--- src/rtl/booth_pkg.sv ---
// Shared types and the radix-4 digit decode for the sequential Booth multiplier.
package booth_pkg;

  typedef enum logic [1:0] {
    MUL    = 2'd0,
    MULH   = 2'd1,
    MULHSU = 2'd2,
    MULHU  = 2'd3
  } mul_op_e;

  typedef enum logic [2:0] {
    ZERO,
    P1,
    P2,
    M1,
    M2
  } booth_digit_e;

  typedef enum logic [1:0] {
    IDLE,
    BUSY,
    DONE
  } state_e;

  // Window is {m[1], m[0], guard}.
  function automatic booth_digit_e booth_decode(input logic [2:0] win);
    booth_digit_e d;
    case (win)
      3'b001, 3'b010: d = P1;
      3'b011:         d = P2;
      3'b100:         d = M2;
      3'b101, 3'b110: d = M1;
      default:        d = ZERO;
    endcase
    return d;
  endfunction

endpackage

--- src/rtl/booth_recoder.sv ---
// Radix-4 Booth recoder: turns a 3-bit multiplier window into a sign-extended
// partial product of the (XLEN+2)-bit multiplicand.
module booth_recoder
  import booth_pkg::*;
#(
  parameter int XLEN = 32
) (
  input  logic [2:0]      i_win,
  input  logic [XLEN+1:0] i_mcand,
  output logic [XLEN+3:0] o_pp
);

  localparam int AW = XLEN + 4;

  booth_digit_e  dig;
  logic [AW-1:0] mag;
  logic          neg;

  always_comb begin
    dig = booth_decode(i_win);
    mag = '0;
    neg = 1'b0;
    case (dig)
      P1: mag = {{2{i_mcand[XLEN+1]}}, i_mcand};
      P2: mag = {i_mcand[XLEN+1], i_mcand, 1'b0};
      M1: begin
        mag = {{2{i_mcand[XLEN+1]}}, i_mcand};
        neg = 1'b1;
      end
      M2: begin
        mag = {i_mcand[XLEN+1], i_mcand, 1'b0};
        neg = 1'b1;
      end
      default: mag = '0;
    endcase
    // Negative digits: two's complement as invert plus carry-in.
    o_pp = (mag ^ {AW{neg}}) + {{(AW-1){1'b0}}, neg};
  end

endmodule

--- src/rtl/booth_mul_seq.sv ---
// Iterative radix-4 Booth multiplier (MUL/MULH/MULHSU/MULHU) with valid/ready.
// Optional early exit on uniform remaining multiplier bits: BOOTH_EARLY_EXIT_EN.
//
// state | meaning
// IDLE  | ready for a request, operands latched on acceptance
// BUSY  | N_ITER Booth iterations, then one cycle to latch the product half
// DONE  | result valid, held until consumed or flushed
module booth_mul_seq
  import booth_pkg::*;
#(
  parameter int XLEN = 32
) (
  input  logic            i_clk,
  input  logic            i_rst_n,
  input  logic            i_valid,
  output logic            o_ready,
  input  logic [1:0]      i_op,
  input  logic [XLEN-1:0] i_rs1,
  input  logic [XLEN-1:0] i_rs2,
  input  logic            i_flush,
  output logic            o_valid,
  input  logic            i_ready,
  output logic [XLEN-1:0] o_result
);

  localparam int N_ITER = XLEN / 2 + 1;
  localparam int EW     = XLEN + 2;
  localparam int AW     = XLEN + 4;
  localparam int CW     = $clog2(N_ITER + 1);
  localparam int CHW    = AW + EW + 1;

  state_e          state_q, state_d;
  logic [AW-1:0]   acc_q, acc_d;
  logic [EW-1:0]   m_q, m_d;
  logic [EW-1:0]   mcand_q, mcand_d;
  logic            guard_q, guard_d;
  logic [CW-1:0]   cnt_q, cnt_d;
  mul_op_e         op_q, op_d;
  logic [XLEN-1:0] res_q, res_d;

  mul_op_e         op_in;
  logic            rs1_sx, rs2_sx;
  logic [AW-1:0]   pp, acc_sum;
  logic [CHW-1:0]  chain_sh;
  logic [XLEN-1:0] prod_lo, prod_hi;
  logic            unused_acc_hi;

  assign op_in  = mul_op_e'(i_op);
  assign rs1_sx = (op_in != MULHU);
  assign rs2_sx = (op_in == MUL) || (op_in == MULH);

  booth_recoder #(.XLEN(XLEN)) u_recoder (
    .i_win  ({m_q[1:0], guard_q}),
    .i_mcand(mcand_q),
    .o_pp   (pp)
  );

  assign acc_sum  = acc_q + pp;
  assign chain_sh = {{2{acc_sum[AW-1]}}, acc_sum, m_q, guard_q} >> 2;

  // After all iterations the low EW product bits sit in m, the rest in acc.
  assign prod_lo       = m_q[XLEN-1:0];
  assign prod_hi       = {acc_q[XLEN-3:0], m_q[EW-1:XLEN]};
  assign unused_acc_hi = ^acc_q[AW-1:XLEN-2];

`ifdef BOOTH_EARLY_EXIT_EN
  logic [CW:0]            ee_shamt;
  logic [EW-1:0]          ee_mask;
  logic                   ee_hit;
  logic signed [CHW-1:0]  cur_chain;
  logic [CHW-1:0]         ee_chain;

  // Unconsumed multiplier bits are the low 2*(N_ITER-cnt) bits of m.
  assign ee_shamt  = {CW'(N_ITER) - cnt_q, 1'b0};
  assign ee_mask   = ~({EW{1'b1}} << ee_shamt);
  assign ee_hit    = ((m_q ^ {EW{guard_q}}) & ee_mask) == '0;
  assign cur_chain = {acc_q, m_q, guard_q};
  assign ee_chain  = cur_chain >>> ee_shamt;
`endif

  always_comb begin
    state_d = state_q;
    acc_d   = acc_q;
    m_d     = m_q;
    mcand_d = mcand_q;
    guard_d = guard_q;
    cnt_d   = cnt_q;
    op_d    = op_q;
    res_d   = res_q;
    o_ready = 1'b0;
    o_valid = 1'b0;
    case (state_q)
      IDLE: begin
        o_ready = 1'b1;
        if (i_valid && !i_flush) begin
          mcand_d = {{2{rs1_sx & i_rs1[XLEN-1]}}, i_rs1};
          m_d     = {{2{rs2_sx & i_rs2[XLEN-1]}}, i_rs2};
          acc_d   = '0;
          guard_d = 1'b0;
          cnt_d   = '0;
          op_d    = op_in;
          state_d = BUSY;
        end
      end
      BUSY: begin
        if (i_flush) begin
          state_d = IDLE;
        end else if (cnt_q == CW'(N_ITER)) begin
          res_d   = (op_q == MUL) ? prod_lo : prod_hi;
          state_d = DONE;
        end
`ifdef BOOTH_EARLY_EXIT_EN
        else if (ee_hit) begin
          {acc_d, m_d, guard_d} = ee_chain;
          cnt_d = CW'(N_ITER);
        end
`endif
        else begin
          {acc_d, m_d, guard_d} = chain_sh;
          cnt_d = cnt_q + 1'b1;
        end
      end
      DONE: begin
        o_valid = 1'b1;
        if (i_flush || i_ready) begin
          state_d = IDLE;
        end
      end
      default: state_d = IDLE;
    endcase
  end

  always_ff @(posedge i_clk or negedge i_rst_n) begin
    if (!i_rst_n) begin
      state_q <= IDLE;
      acc_q   <= '0;
      m_q     <= '0;
      mcand_q <= '0;
      guard_q <= 1'b0;
      cnt_q   <= '0;
      op_q    <= MUL;
      res_q   <= '0;
    end else begin
      state_q <= state_d;
      acc_q   <= acc_d;
      m_q     <= m_d;
      mcand_q <= mcand_d;
      guard_q <= guard_d;
      cnt_q   <= cnt_d;
      op_q    <= op_d;
      res_q   <= res_d;
    end
  end

  assign o_result = (state_q == DONE) ? res_q : '0;

endmodule

--- config.mk ---
export PLATFORM = sky130hd
export DESIGN_NAME = booth_mul_seq
export DESIGN_NICKNAME = d
export VERILOG_FILES = /design/src/rtl/booth_pkg.sv /design/src/rtl/booth_recoder.sv /design/src/rtl/booth_mul_seq.sv
export SDC_FILE = /design/constraint.sdc
export NUM_CORES = 1
export LEC_CHECK = 0
export CORE_ASPECT_RATIO = 0.75
export CORE_MARGIN = 2
export CORE_UTILIZATION = 23
export DETAILED_ROUTE_END_ITERATION = 6
export GPL_ROUTABILITY_DRIVEN = 0
export PLACE_DENSITY = 0.36
export SYNTH_ARGS = -nofsm -noshare
export SYNTH_HDL_FRONTEND = slang
export SYNTH_HIERARCHICAL = 1
export SYNTH_SLANG_ARGS = --single-unit
--- constraint.sdc ---
create_clock -name i_clk -period 6.55 [get_ports i_clk]
set_input_delay 0.9825 -clock i_clk [delete_from_list [all_inputs] [get_ports i_clk]]
set_output_delay 0.9825 -clock i_clk [all_outputs]
set_load 0.01 [all_outputs]
==> flow_summary.yaml <==
clock_tree:
  numClockSinks: 143
  cts-hold-fix-buffers: 0
  worst_setup_hold_path_clk_slew_ns: 0.07
  cts.repair.resized: 0
  cts.path.max_buffers: 2
  cts_tree: "yes"
  cts_max_level: 4
  cts_setup_buffers: 0
  cts_buffers: 17
  clk_latency_ns: 0.45
  cts_root_buffer: "clkbuf_16"
synth:
  synth-simple-area-share_pct: 17.9
  synth_compound_area_share_pct: 20.4
  synth_top_family_by_area: "compound AO/OA/AOI/OAI gates"
  yosys_register_bits: 143
  synth.most_common_cell: "dfrtp_1"
  synth_adder_area_share_pct: 5.05
  synth_edf_count: 0
  synth_top_area_share_pct: 35.6
  yosysWarnings: 6
  synth_top_cell_by_area: "dfrtp_1"
  ys_top_cells_by_area: "dfrtp_1, ha_1, xnor2_1, xor2_1, mux2_2"
  synth.avg_cell_area_um2: 9.30
  synthArstFlopShare_pct: 100
  ys.flop_type: "dfrtp_1"
  synthCells: 1081
  syn-cell-area_mm2: 0.0101
  synth_mux_area_share_pct: 7.29
  synth_fp_nets: 1192
  netlist_top_cells_count: "dfrtp_1, nand2_1, o21ai_0, xnor2_1, clkbuf_1"
  synth_cell_types: 92
  ys_seq_area_share_pct: 35.6
  synth-xor-area-share_pct: 8.72
floorplan:
  start_util_pct: 23.2
  die_area_mm2: 0.0454
  placementRows: 66
  core_mm2: 0.0433
  die_w_um: 245
  pin_count: 105
  die_y_um: 185
global_routing:
  grt_pass1_wl_um: 50200
  antenna_found_initial: 0
  grt_pass1_vias: 8322
  track_usage_pct: 14.3
  grt-ovfl-total: 0
  grt_max_degree: 90
layout:
  fillerInstances: 4633
  fin_nets: 1258
  area_growth_pct: 21.9
  drive_gt1_share_pct: 11.0
  antenna_cells: 0
setup_path:
  cp.depth: 18
  end_kind: "flip-flop"
  crit_type: "reg -> reg"
  cp-endpoint: "acc_q[34]"
  reg2regPathDepth: 18
  cp.arrival_ns: 5.87
  cp_slowest_stage_delay_ns: 0.48
  cp_cell_sequence: "buf_4, buf_4, or4b_1, o211ai_1, o211a_1, and4b_1, nand2_1, xnor2_1, ha_1, nand4_1, nor3_1, nand4_1, o31ai_1, a311oi_1, nor3_1, mux2i_1, a31oi_1, o21ba_1"
  critPathRequiredTime_ns: 6.92
  rr_startpoint: "m_q[1]"
  r2r-end: "acc_q[34]"
  slowest_stage: "buf_4"
  r2r_slack_ns: 1.05
  cp-start-kind: "flip-flop"
  crit_path_start: "m_q[1]"
  critPathBufInv: 2
  path_delay_family: "simple AND/OR/NAND/NOR gates"
  worstPathMaxFanout: 44
power_and_ir_drop:
  p_per_area_mw_per_mm2: 355
  peakVddDrop_uv: 199
  total_power_uw: 4350
  power_leakage_uw: 0.00497
drt:
  routed_wl_um: 32000
  drtAntennaViolNets: 0
  drt_first_pass_iters: 5
  via_per_inst: 4.82
  first_iter_violations: 661
  num_vias: 8368
  wl_per_cell_um: 18.4
  drcViolationCount: 0
timing:
  setup_slack_ns: 1.05
  fmaxAchievable_mhz: 182
  fin_setup_tns_ns: 0
  skew_ns: 0.0114
  post-route-period-util_pct: 84.0
  worst_pin_slew_ns: 0.926
  fin_crit_ns: 5.50
  drv_slew: 0
  final-hold-violation-count: 0
  setup_viol: 0
  slew_headroom_pct: 38.2
  rsz0062_at_grt: "false"
hold_path:
  min_from: "res_q[24]"
  min_path_type: "reg -> reg"
place:
  hpwl_um: 23500
  pre_cts_slack_ns: 1.07
  io_buffers: 104
flow_run:
  cap_violations: 0
status:
  status: "completed"
[power breakdown]
| part | switching [uW] | internal (uW) |
|---|---|---|
| logic | 1120 | 833 |
| clock network | 434 | 636 |
| registers | 263 | 1070 |
| total | 1810 | 2540 |
[area by class of cell]
type / count / area [um2] / area share (%)
multi-input combinational: 818 / 6000 / 48.9
sequential: 143 / 3580 / 29.2
timing repair buffer: 123 / 1180 / 9.66
tap: 578 / 723 / 5.90
clock buffer: 17 / 425 / 3.47
clock inverter: 12 / 186 / 1.52
inverter: 44 / 165 / 1.35
[metrics by stage]
| stage | hold slack (ns) | utilization (%) | instance area, um2 | cells |
|---|---|---|---|---|
| floorplan | 0.442 | - | 10100 | 1081 |
| global placement | 0.460 | 26.9 | 11700 | 1706 |
| detailed placement | 0.465 | 26.9 | 11700 | 1706 |
| CTS | 0.480 | 28.3 | 12300 | 1735 |
| global route | 0.504 | 28.3 | 12300 | 1735 |
| finish | 0.479 | 28.3 | 12300 | 1735 |
[cell families (layout without fill, tap and decap cells)]
kind of cell,count (synthesis),count (layout)
AO/OA/AOI/OAI,291,291
XOR/XNOR,98,98
adder cells (fa/ha/maj),40,40
buffers and inverters,120,196
flip-flops,143,143
multiplexers,69,69
AND/OR/NAND/NOR,320,320
[state kept, by name, summed over array words and instances (netlist names)]
name,count
state_q,2
mcand_q,33
cnt_q,5
m_q,34
op_q,2
acc_q,34
guard_q,1
res_q,32
[worst min path at each step]
stage	to	slack, ns	cells after the start
floorplan	res_q[0]	0.44	2
detailed placement	res_q[16]	0.46	2
finish	res_q[24]	0.48	2
global route	res_q[10]	0.50	2
CTS	res_q[16]	0.48	2
global placement	res_q[24]	0.46	2
[placed cells by master, fill, tap and decap left out, types with 5 or more instances in the layout]
master,count
dfrtp_1,142
clkdlybuf4s50_1,103
nand2_1,100
o21ai_0,74
xnor2_1,53
a21oi_1,45
xor2_1,44
inv_1,43
ha_1,39
nor2_1,38
mux2i_1,35
and2_1,34
mux2_2,34
a222oi_1,32
o21ai_1,20
buf_4,19
clkbuf_16,17
nand4b_1,17
nand3_1,16
nand4_1,14
nand3b_1,14
nor3_1,11
a21o_1,11
o211ai_1,11
a22oi_1,10
a31oi_1,9
nor2b_1,8
or3b_2,8
or3_1,7
a22o_1,7
a221oi_1,7
and3_1,6
o21bai_1,6
nand2b_1,6
nor3b_1,5
o22ai_1,5
or4b_1,5
o221ai_1,5
or2_2,5
[tightest hold or removal path, cell delays in order (launching register included)]
cell	delay, ns
dfrtp_1	0.34
nand2_1	0.05
o21ai_0	0.06
[per-layer routing]
layer / part of all wire, % / up-vias / track usage, % / wire length, um
li1: - / 4104 / - / -
met1: 48 / 4143 / 19.4 / 15300
met2: 49 / 105 / 24.0 / 15600
met3: 2.4 / 16 / 2.20 / 773
met4: 0.83 / 0 / 3.25 / 265
met5: 0 / - / 0 / 0
No activity file was read; power rests on OpenSTA's default activity.
